$ cat config.mk
export PLATFORM = sky130hd
export DESIGN_NAME = bcd_scan_driver
export DESIGN_NICKNAME = d
export VERILOG_FILES = /design/src/rtl/bcd_scan_driver.sv
export SDC_FILE = /design/constraint.sdc
export NUM_CORES = 1
export LEC_CHECK = 0
export ABC_AREA = 1
export CAP_MARGIN = 25
export CORE_ASPECT_RATIO = 1.1
export CORE_MARGIN = 8
export CORE_UTILIZATION = 45
export DETAILED_ROUTE_END_ITERATION = 10
export PLACE_DENSITY = 0.76
export SYNTH_ARGS = -nofsm -noshare
export SYNTH_HDL_FRONTEND = slang
export SYNTH_SLANG_ARGS = --single-unit
$ cat constraint.sdc
create_clock -name clk -period 1.12 [get_ports clk]
set_input_delay 0.224 -clock clk [delete_from_list [all_inputs] [get_ports clk]]
set_output_delay 0.224 -clock clk [all_outputs]
set_load 0.05 [all_outputs]
$ cat src/rtl/bcd_scan_driver.sv
// Binary-to-BCD converter (sequential double-dabble) with time-multiplexed digit scan output.
// Optional leading-zero blanking is enabled by defining BCD_SCAN_LZB_EN.
module bcd_scan_driver #(
   parameter int unsigned NUM_DIGITS = 4,
   parameter int unsigned BIN_W      = 14,
   parameter int unsigned SCAN_DIV   = 1000
) (
   input  logic                  clk,
   input  logic                  rst_n,
   input  logic                  in_valid,
   input  logic [BIN_W-1:0]      in_value,
   output logic                  in_ready,
   output logic [3:0]            digit,
   output logic [NUM_DIGITS-1:0] digit_sel,
   output logic                  blank,
   output logic                  overflow
);

   localparam int unsigned DW = NUM_DIGITS * 4;
   // One spare nibble of headroom; anything above DW is dropped at commit.
   localparam int unsigned AW = DW + 4;
   localparam int unsigned CW = $clog2(BIN_W + 1);
   localparam int unsigned PW = (SCAN_DIV > 1) ? $clog2(SCAN_DIV) : 1;
   localparam int unsigned IW = (NUM_DIGITS > 1) ? $clog2(NUM_DIGITS) : 1;
   localparam logic [63:0] MaxVal = 64'(10 ** NUM_DIGITS) - 64'd1;

   typedef enum logic [0:0] {StIdle, StConvert} state_e;

   state_e          state_q, state_d;
   logic [BIN_W-1:0] shift_q, shift_d;
   logic [AW-1:0]   bcd_q, bcd_d, bcd_adj, bcd_shift;
   logic [CW-1:0]   iter_q, iter_d;
   logic            pend_q, pend_d;
   logic [DW-1:0]   disp_q, disp_d;
   logic            ovf_q, ovf_d;
   logic [PW-1:0]   presc_q, presc_d;
   logic [IW-1:0]   idx_q, idx_d;
   logic [63:0]     in_ext;

   assign in_ext   = 64'(in_value);
   assign in_ready = (state_q == StIdle);
   assign overflow = ovf_q;

   always_ff @(posedge clk) begin
      if (!rst_n) begin
         state_q <= StIdle;
         shift_q <= '0;
         bcd_q   <= '0;
         iter_q  <= '0;
         pend_q  <= 1'b0;
         disp_q  <= '0;
         ovf_q   <= 1'b0;
         presc_q <= '0;
         idx_q   <= '0;
      end else begin
         state_q <= state_d;
         shift_q <= shift_d;
         bcd_q   <= bcd_d;
         iter_q  <= iter_d;
         pend_q  <= pend_d;
         disp_q  <= disp_d;
         ovf_q   <= ovf_d;
         presc_q <= presc_d;
         idx_q   <= idx_d;
      end
   end

   always_comb begin
      bcd_adj = bcd_q;
      for (int i = 0; i < NUM_DIGITS + 1; i++) begin
         if (bcd_q[4*i +: 4] >= 4'd5) bcd_adj[4*i +: 4] = bcd_q[4*i +: 4] + 4'd3;
      end
      bcd_shift = {bcd_adj[AW-2:0], shift_q[BIN_W-1]};
   end

   always_comb begin
      state_d = state_q;
      shift_d = shift_q;
      bcd_d   = bcd_q;
      iter_d  = iter_q;
      pend_d  = pend_q;
      disp_d  = disp_q;
      ovf_d   = ovf_q;
      unique case (state_q)
         StIdle: begin
            if (in_valid) begin
               state_d = StConvert;
               shift_d = in_value;
               bcd_d   = '0;
               iter_d  = '0;
               pend_d  = (in_ext > MaxVal);
            end
         end
         StConvert: begin
            bcd_d   = bcd_shift;
            shift_d = shift_q << 1;
            iter_d  = iter_q + CW'(1);
            if (iter_q == CW'(BIN_W - 1)) begin
               disp_d  = pend_q ? {NUM_DIGITS{4'h9}} : bcd_shift[DW-1:0];
               ovf_d   = pend_q;
               state_d = StIdle;
            end
         end
         default: state_d = StIdle;
      endcase
   end

   // Scan runs free of the converter; commits never disturb it.
   always_comb begin
      presc_d = presc_q + PW'(1);
      idx_d   = idx_q;
      if (presc_q == PW'(SCAN_DIV - 1)) begin
         presc_d = '0;
         idx_d   = (idx_q == IW'(NUM_DIGITS - 1)) ? '0 : idx_q + IW'(1);
      end
   end

   always_comb begin
      digit     = 4'd0;
      digit_sel = '0;
      for (int i = 0; i < NUM_DIGITS; i++) begin
         if (idx_q == IW'(i)) begin
            digit        = disp_q[4*i +: 4];
            digit_sel[i] = 1'b1;
         end
      end
   end

`ifdef BCD_SCAN_LZB_EN
   logic [IW-1:0] msnz;

   // Position 0 is never blanked, so msnz starts at 0.
   always_comb begin
      msnz = '0;
      for (int i = 1; i < NUM_DIGITS; i++) begin
         if (disp_q[4*i +: 4] != 4'd0) msnz = IW'(i);
      end
   end

   assign blank = (idx_q > msnz);
`else
   assign blank = 1'b0;
`endif

endmodule
==> metrics.md, run 1 <==
| Metric | Value |
|---|---|
| Status | finished, violations left |
| Failing checks | setup timing |
| Height of the die | 105 um |
| Buffers added on ports | 26 |
| Hold_buf cts | 0 |
| Worst path buffer plus inverter count | 3 |
| Synth Flop Type | dfxtp_1 |
| Final Max Slew Viols | 0 |
| Reg clk slew, reported paths | 70 ps |
| TritonCTS clock tree | done |
| CTS root buf | clkbuf_8 |
| Post-synthesis sequential area ratio | 39.8% |
| Syn nets | 496 |
| Final period utilization | 160% |
| Slowest cell on crit path | dfxtp_4 |
| Hold EP | shift_q[0] |
| Worst path required time | 900 ps |
| Leading area contributor after synthesis | dfxtp_1 |
| Finish-stage setup viols | 73 |
| WHS | 465 ps |
| Vias/cell | 5.47 |
| Hold Crit Depth | 3 |
| Nets | 610 |
| Grt total ovfl | 0 |
| H-tree Lvls | 3 |
| Top cell type's share of synthesized area | 39.8% |
| Initial detailed-routing violation count | 208 |
| Number of synthesized flops with an enable pin | 0 |
| CP Capture Type | primary output |
| Synthesized area per cell | 7.04 um2 |
| GR Layer Usage met3 | 4.31% |
| Maximum vdd drop | 701 uV |
| Vias in the first global route | 3645 |
| Gate Count Post-Synth | 464 |
| Post-synth top cells | nand2_1, dfxtp_1, inv_1 |
| Routed wire length per instance | 16.8 um |
| Synth area leaders | dfxtp_1, nand2_1, inv_1 |
| R2R Setup Slk | -330 ps |
| I/O Pins | 28 |
| Max Clk Rate | 557 MHz |
| Global-route wire length before repair | 16.8 mm |
| Async SR Flop Fraction | 0% |
| Layout cell share with drive strength beyond 1 | 50.7% |
| RSZ-0062 raised after global routing | yes |
| CP Data Arrival Time | 1570 ps |
| Die Width | 97.3 um |
| DRT Pass-1 Iters | 7 |
| Clock Sinks | 65 |
| Num CTS Buffers | 9 |
| Hold Crit Class | input port to flop |
| Synth warn | 0 |
| GPL Wtd Cong | 0.823 |
| Met1 usage in global routing | 19.7% |
| Power per cell area | 883 nW/um2 |
| Most Used Layer, Global Route | met2 |
| Final WS setup | -674 ps |
| Maximum clock path buffer count | 2 |
| Antenna-violating nets left | 0 |
| Worst R2R Path Depth | 10 |
| Worst min-delay path startpoint | in_value[0] |
| Final min period | 1790 ps |
| Placeable Area | 7050 um2 |
| Pre-CTS setup slack | -404 ps |
| Initial Util | 46.4% |
| Area Growth Syn to Fin | 68.6% |
| Synthesized area | 3270 um2 |
| Library cells used by synthesis | 34 |
| Final Hold Violating Endpoints | 0 |
| Antenna cells | 0 |
| DRC | 0 |
| Initial antenna violation count | 0 |
| Final WL | 11.2 mm |
| FF-to-FF Start | state_q |
| Synthesis-stage register bit count | 65 |
| Setup Crit Path Kind | flop to primary output |
| Die ar. | 10200 um2 |
| Clock skew | 10.3 ps |
| CP top delay family | flip-flops |
| Placement Rows | 32 |
| Crit path largest cell delay | 370 ps |
| Critical path fanouts, max | 7 |
| LEAKAGE | 2.58 nW |
| Most common cell in the netlist | nand2_1 |
| Vias | 3648 |
| Global Route Usage Sum | 19.5% |
| Met2 Usage GRT | 36.0% |
| Dpl hpwl | 5.98 mm |
| Total power | 4.87 mW |
| R2r endpoint | shift_q[9] |
| Cell Chain, Critical Path | inv_4, ha_4, inv_6, nand2_1, o211ai_1, a21oi_4, buf_12 |
| Worst-Skew Late Latency | 350 ps |
| Largest net degree at the start of global routing | 30 |
| Crit. Startpoint | idx_q[1] |
| Crit start category | flop |
| Max cap viols | 0 |
per-layer routing:
layer  vias to the layer above  wire (um)
li1                       1723          -
met1                      1720       4300
met2                       155       5870
met3                        50        560
met4                         0        469
met5                         -          0
what timing repair did:
item | CTS | global route
buffers inserted | 17 | 17
pin swaps | 45 | 29
gates resized for setup | 137 | 84
endpoints found under the setup margin | 70 | 74
cloned | 4 | 0
worst register-to-register path: stages, from the launching register on:
cell and delay [ps]:
dfxtp_4 360, buf_12 120, buf_6 110, nor2_4 180, buf_6 120, buf_6 80, buf_6 110, a22oi_2 50
nand2_1 90, nand2_1 80, inv_1 70
worst max path at each step:
stage                to  slack (ps)  cells after the start
6_report       digit[3]        -670                      7
5_1_grt        digit[2]        -720                      8
4_1_cts        digit[3]        -650                      6
3_5_place_dp   digit[1]        -400                      6
3_3_place_gp   digit[1]        -340                      6
2_1_floorplan  digit[0]        -390                      6
power breakdown:
group	internal (mW)	switching [mW]	total [mW]
Clock	0.845	0.913	1.76
Combinational	0.344	0.351	0.695
Sequential	2.35	0.0581	2.41
Total	3.54	1.32	4.87
metrics by stage:
| stage | cell area [um2] | instances | setup TNS (ps) | util [%] |
|---|---|---|---|---|
| final | 5510 | 667 | -16560 | 78.2 |
| after CTS | 5180 | 656 | -12240 | 73.5 |
| after detailed placement | 4340 | 622 | -15530 | 61.6 |
| after global routing | 5510 | 667 | -20110 | 78.2 |
| after floorplan | 3460 | 464 | -2330 | - |
| after global placement | 4340 | 622 | -14780 | 61.6 |
layout by cell type (no fill, tap or decap), types with 13 or more instances in the layout:
master           count
a21oi_2             26
buf_12              16
buf_4               58
buf_6               24
clkdlybuf4s50_1     16
dfxtp_1             51
inv_1               43
nand2_1             91
nand2_2             18
nand2_4             26
nand3_1             20
nor2_1              20
o21ai_2             13
cell type report:
cell class	instances	area (um2)
Clock buffer	12	145
Clock inverter	3	17.5
Fill cell	395	1540
Inverter	65	289
Multi-Input combinational cell	321	2400
Sequential cell	65	1330
Tap cell	85	106
Timing Repair Buffer	116	1230
flip-flops by register name (all words and copies together) (netlist names):
name / flops
bcd_q: 16
state_q: 1
iter_q: 4
shift_q: 14
overflow: 1
idx_q: 2
pend_q: 1
disp_q: 16
presc_q: 10
cells by family after synthesis:
group | count (synthesis) | share of synthesized area, %
buffers and inverters | 78 | 9.49
DFF | 65 | 39.8
adders and majority gates | 15 | 5.74
other | 1 | 0.115
and+or+nand+nor | 222 | 29.7
xor gates and xnor gates | 2 | 0.536
AOI/OAI and AO/OA | 81 | 14.6
Power figures use the tool's default switching activity.
==> run 2, diff against run 1 <==
Settings changed: ABC_AREA 1 to default, CTS_CLUSTER_SIZE from default to 30, HOLD_SLACK_MARGIN from default to 0.12.
==> metrics.md, run 2 <==
| Metric | Value |
|---|---|
| Max cap viols | 0 (unchanged) |
| Largest family of logic cells by synthesized area | simple AND/OR/NAND/NOR gates |
| Biggest regs | bcd_q: 16 flops, disp_q: 16 flops, shift_q: 14 flops |
| H-tree Lvls | 3 (unchanged) |
| Critical path fanouts, max | 9 (+2) |
| Global Route Usage Sum | 18.3% (-1.2 points) |
| CP top delay family | compound AO/OA/AOI/OAI gates |
| Grt total ovfl | 0 (unchanged) |
| Final WS setup | -752 ps (-77.7 ps) |
| Initial antenna violation count | 0 (unchanged) |
| Gate Count Post-Synth | 356 (-23%) |
| Slowest cell on crit path | dfxtp_4 |
| CP Capture Type | primary output |
| Post-Synth XOR/XNOR Area | 2.48% (+1.9 points) |
| Die ar. | 10000 um2 (-2.2%) |
| P_sw | 1.33 mW (+0.87%) |
| DRC | 0 (unchanged) |
| Synth area leaders | dfxtp_1, ha_1, mux2i_1 |
| Pre-CTS setup slack | -397 ps (+6.56 ps) |
| Initial Util | 45.9% (-0.44 points) |
| Failing checks | setup timing |
| Maximum vdd drop | 1760 uV (+150%) |
| Die Width | 96.2 um (-1.1%) |
| Total power | 5.29 mW (+8.6%) |
| Power per cell area | 950 nW/um2 (+7.6%) |
| Met1 usage in global routing | 19.8% (+0.086 points) |
| Dpl hpwl | 5.66 mm (-5.3%) |
| Post-Synth Simple-Gate Area | 19.8% (-9.9 points) |
| Internal power | 3.95 mW (+11%) |
| Layout cell share with drive strength beyond 1 | 55.4% (+4.7 points) |
| TritonCTS clock tree | done |
| Largest net degree at the start of global routing | 26 (-13%) |
| Most common cell in the netlist | dfxtp_1 |
| Layout fillers | 405 (+2.5%) |
| Met2 Usage GRT | 30.8% (-5.2 points) |
| Setup Crit Path Kind | flop to primary output |
| Buffers added on ports | 26 (unchanged) |
| LEAKAGE | 2.27 nW (-12%) |
| Vias | 3198 (-12%) |
| RSZ-0062 raised after global routing | yes |
| Compound-Gate Fraction of Synth Area | 19.1% (+4.5 points) |
| Synthesized area | 3180 um2 (-2.6%) |
| Synth Flop Type | dfxtp_1 |
| Vias in the first global route | 3171 (-13%) |
| Adder-Cell Fraction of Synth Area | 5.90% (+0.16 points) |
| Height of the die | 104 um (-1.1%) |
| Global-route wire length before repair | 14.5 mm (-13%) |
| Num CTS Buffers | 9 (unchanged) |
| Hold Crit Class | input port to flop |
| Clock Power Share | 41.9% (+5.8 points) |
| Commonest non-fill, non-tap cell in the layout | buf_4 |
| Final Hold Violating Endpoints | 0 (unchanged) |
| Cell Chain, Critical Path | inv_4, ha_4, nand3b_1, a21oi_2, a21oi_2, o21ai_4, buf_12 |
| Most Used Layer, Global Route | met2 |
| Top cell type's share of synthesized area | 40.9% (+1.1 points) |
| Final min period | 1870 ps (+77.7 ps) |
| Placement Rows | 32 (unchanged) |
| Highest-count cells in the layout ignoring fill and taps | buf_4, dfxtp_1, nand2_1 |
| Crit path largest cell delay | 360 ps (about the same) |
| Worst path required time | 900 ps (about the same) |
| Post-synthesis sequential area ratio | 40.9% (+1.1 points) |
| CTS root buf | clkbuf_8 |
| Clock skew | 9.78 ps (-0.501 ps) |
| Finish-stage setup viols | 57 (-22%) |
| Crit start category | flop |
| GR Layer Usage met3 | 5.70% (+1.4 points) |
| Final Max Slew Viols | 0 (unchanged) |
| Worst-Skew Late Latency | 360 ps (about the same) |
| Number of synthesized flops with an enable pin | 0 (unchanged) |
| Clock Sinks | 65 (unchanged) |
| Final period utilization | 167% (+6.9 points) |
| Antenna cells | 0 (unchanged) |
| Leading area contributor after synthesis | dfxtp_1 |
| Final WL | 10.9 mm (-2.6%) |
| Synthesized area per cell | 8.94 um2 (+27%) |
| Sw frac | 25.2% (-1.9 points) |
| Library cells used by synthesis | 42 (+24%) |
| Antenna-violating nets left | 0 (unchanged) |
| Maximum clock path buffer count | 2 (unchanged) |
| Most Frequent Cell on Critical Path | a21oi_2 |
| Async SR Flop Fraction | 0% (unchanged) |
| Comb pwr share | 12.5% (-1.8 points) |
| Area Growth Syn to Fin | 74.8% |
| GPL Wtd Cong | 0.799 (-2.9%) |
| Post-synth top cells | dfxtp_1, nand2_1, o21ai_0 |
| Synthesis-stage register bit count | 65 (unchanged) |
| CP Data Arrival Time | 1650 ps (+80 ps) |
| Status | finished, violations left |
| Hold_buf cts | 0 (unchanged) |
| Max Clk Rate | 534 MHz (-4.2%) |
| Initial detailed-routing violation count | 196 (-5.8%) |
| Syn nets | 388 (-22%) |
| WHS | 284 ps (-181 ps) |
| Reg clk slew, reported paths | 80 ps (about the same) |
| I/O Pins | 28 (unchanged) |
| Nets | 496 (-19%) |
| TNS Setup | -12050 ps (+4510 ps) |
| Vias/cell | 5.77 (+5.5%) |
| Worst path buffer plus inverter count | 2 (-1) |
| DRT Pass-1 Iters | 5 (-2) |
| Placeable Area | 6930 um2 (-1.7%) |
| Routed wire length per instance | 19.7 um (+17%) |
| Seq pwr share | 45.6% (-4.0 points) |
| Synth warn | 0 (unchanged) |
| Mux share of post-synthesis cell area | 6.49% (+6.5 points) |
run 2: cell types whose count changed in the layout (fill, tap and decap cells not counted), sizes merged, moves of 8 or more:
cell	change
inv	-47
nand2b	+10
mux2i	+15
nor2b	+8
nor2	-24
o211a	+13
nor3b	+9
nand2	-102
o32ai	+11
a22oi	-9
a21oi	-9
nand3	-18
run 2: logic make-up (layout without fill, tap and decap cells):
logic type / count (synthesis) / after routing
simple gates: 116 / 116
compound gates: 90 / 90
flops: 65 / 65
buf+inv: 40 / 153
mux: 20 / 20
fa+ha+maj: 15 / 15
xor+xnor: 9 / 9
other cells: 1 / 1
run 2: path summary, 6_finish.rpt:
check               endpoint  cells after the start  slack (ps)         from
setup / recovery    digit[0]                      7        -750     idx_q[1]
setup reg to reg   disp_q[6]                      6        -360     bcd_q[5]
hold reg to reg    disp_q[1]                      2         470    disp_q[1]
hold / removal    shift_q[5]                      4         280  in_value[5]
run 2: cell type report:
cell class	count	area (um2)	share of cell area (%)
tap	85	106	1.91
clock inverter	6	82.6	1.48
sequential	65	1350	24.3
multi-input combinational	251	2560	46.0
timing repair buffer	120	1240	22.3
clock buffer	10	128	2.29
inverter	17	91.3	1.64
run 2: power by group through the flow:
stage          logic [mW]  registers [mW]  clock network (mW)
2_1_floorplan       0.269            2.46                   0
3_3_place_gp        0.445            2.47                   0
3_5_place_dp        0.457            2.47                   0
4_1_cts             0.532            2.41                2.16
5_1_grt             0.697            2.41                2.35
6_report            0.661            2.41                2.22
run 2: what timing repair did:
item / in CTS / in global routing
gates cloned: 0 / 2
endpoints found under the setup margin: 66 / 72
hold endpoints to repair: 0 / 0
pin swaps: 33 / 32
gates resized for setup: 95 / 71
setup buffers: 15 / 15
run 2: routing by layer:
metal	wire length [um]	part of all wire (%)	up-vias
met5	0	0	-
met4	344	3.2	0
met3	536	4.9	37
met2	5620	51	132
met1	4410	40	1542
li1	-	-	1487
run 2: worst reg2reg max path, cell delays in order (launching register included):
cell and delay (ps):
dfxtp_2 360, inv_4 60, ha_4 140, nand2b_4 140
a21oi_4 150, mux2_4 340, o21ai_2 210
run 2: metrics by stage:
step | instances | cell area [um2] | util, %
after floorplan | 356 | 3570 | -
after global placement | 510 | 4420 | 63.8
after detailed placement | 510 | 4420 | 63.8
after CTS | 541 | 5130 | 74.1
after global routing | 554 | 5560 | 80.3
final | 554 | 5560 | 80.3
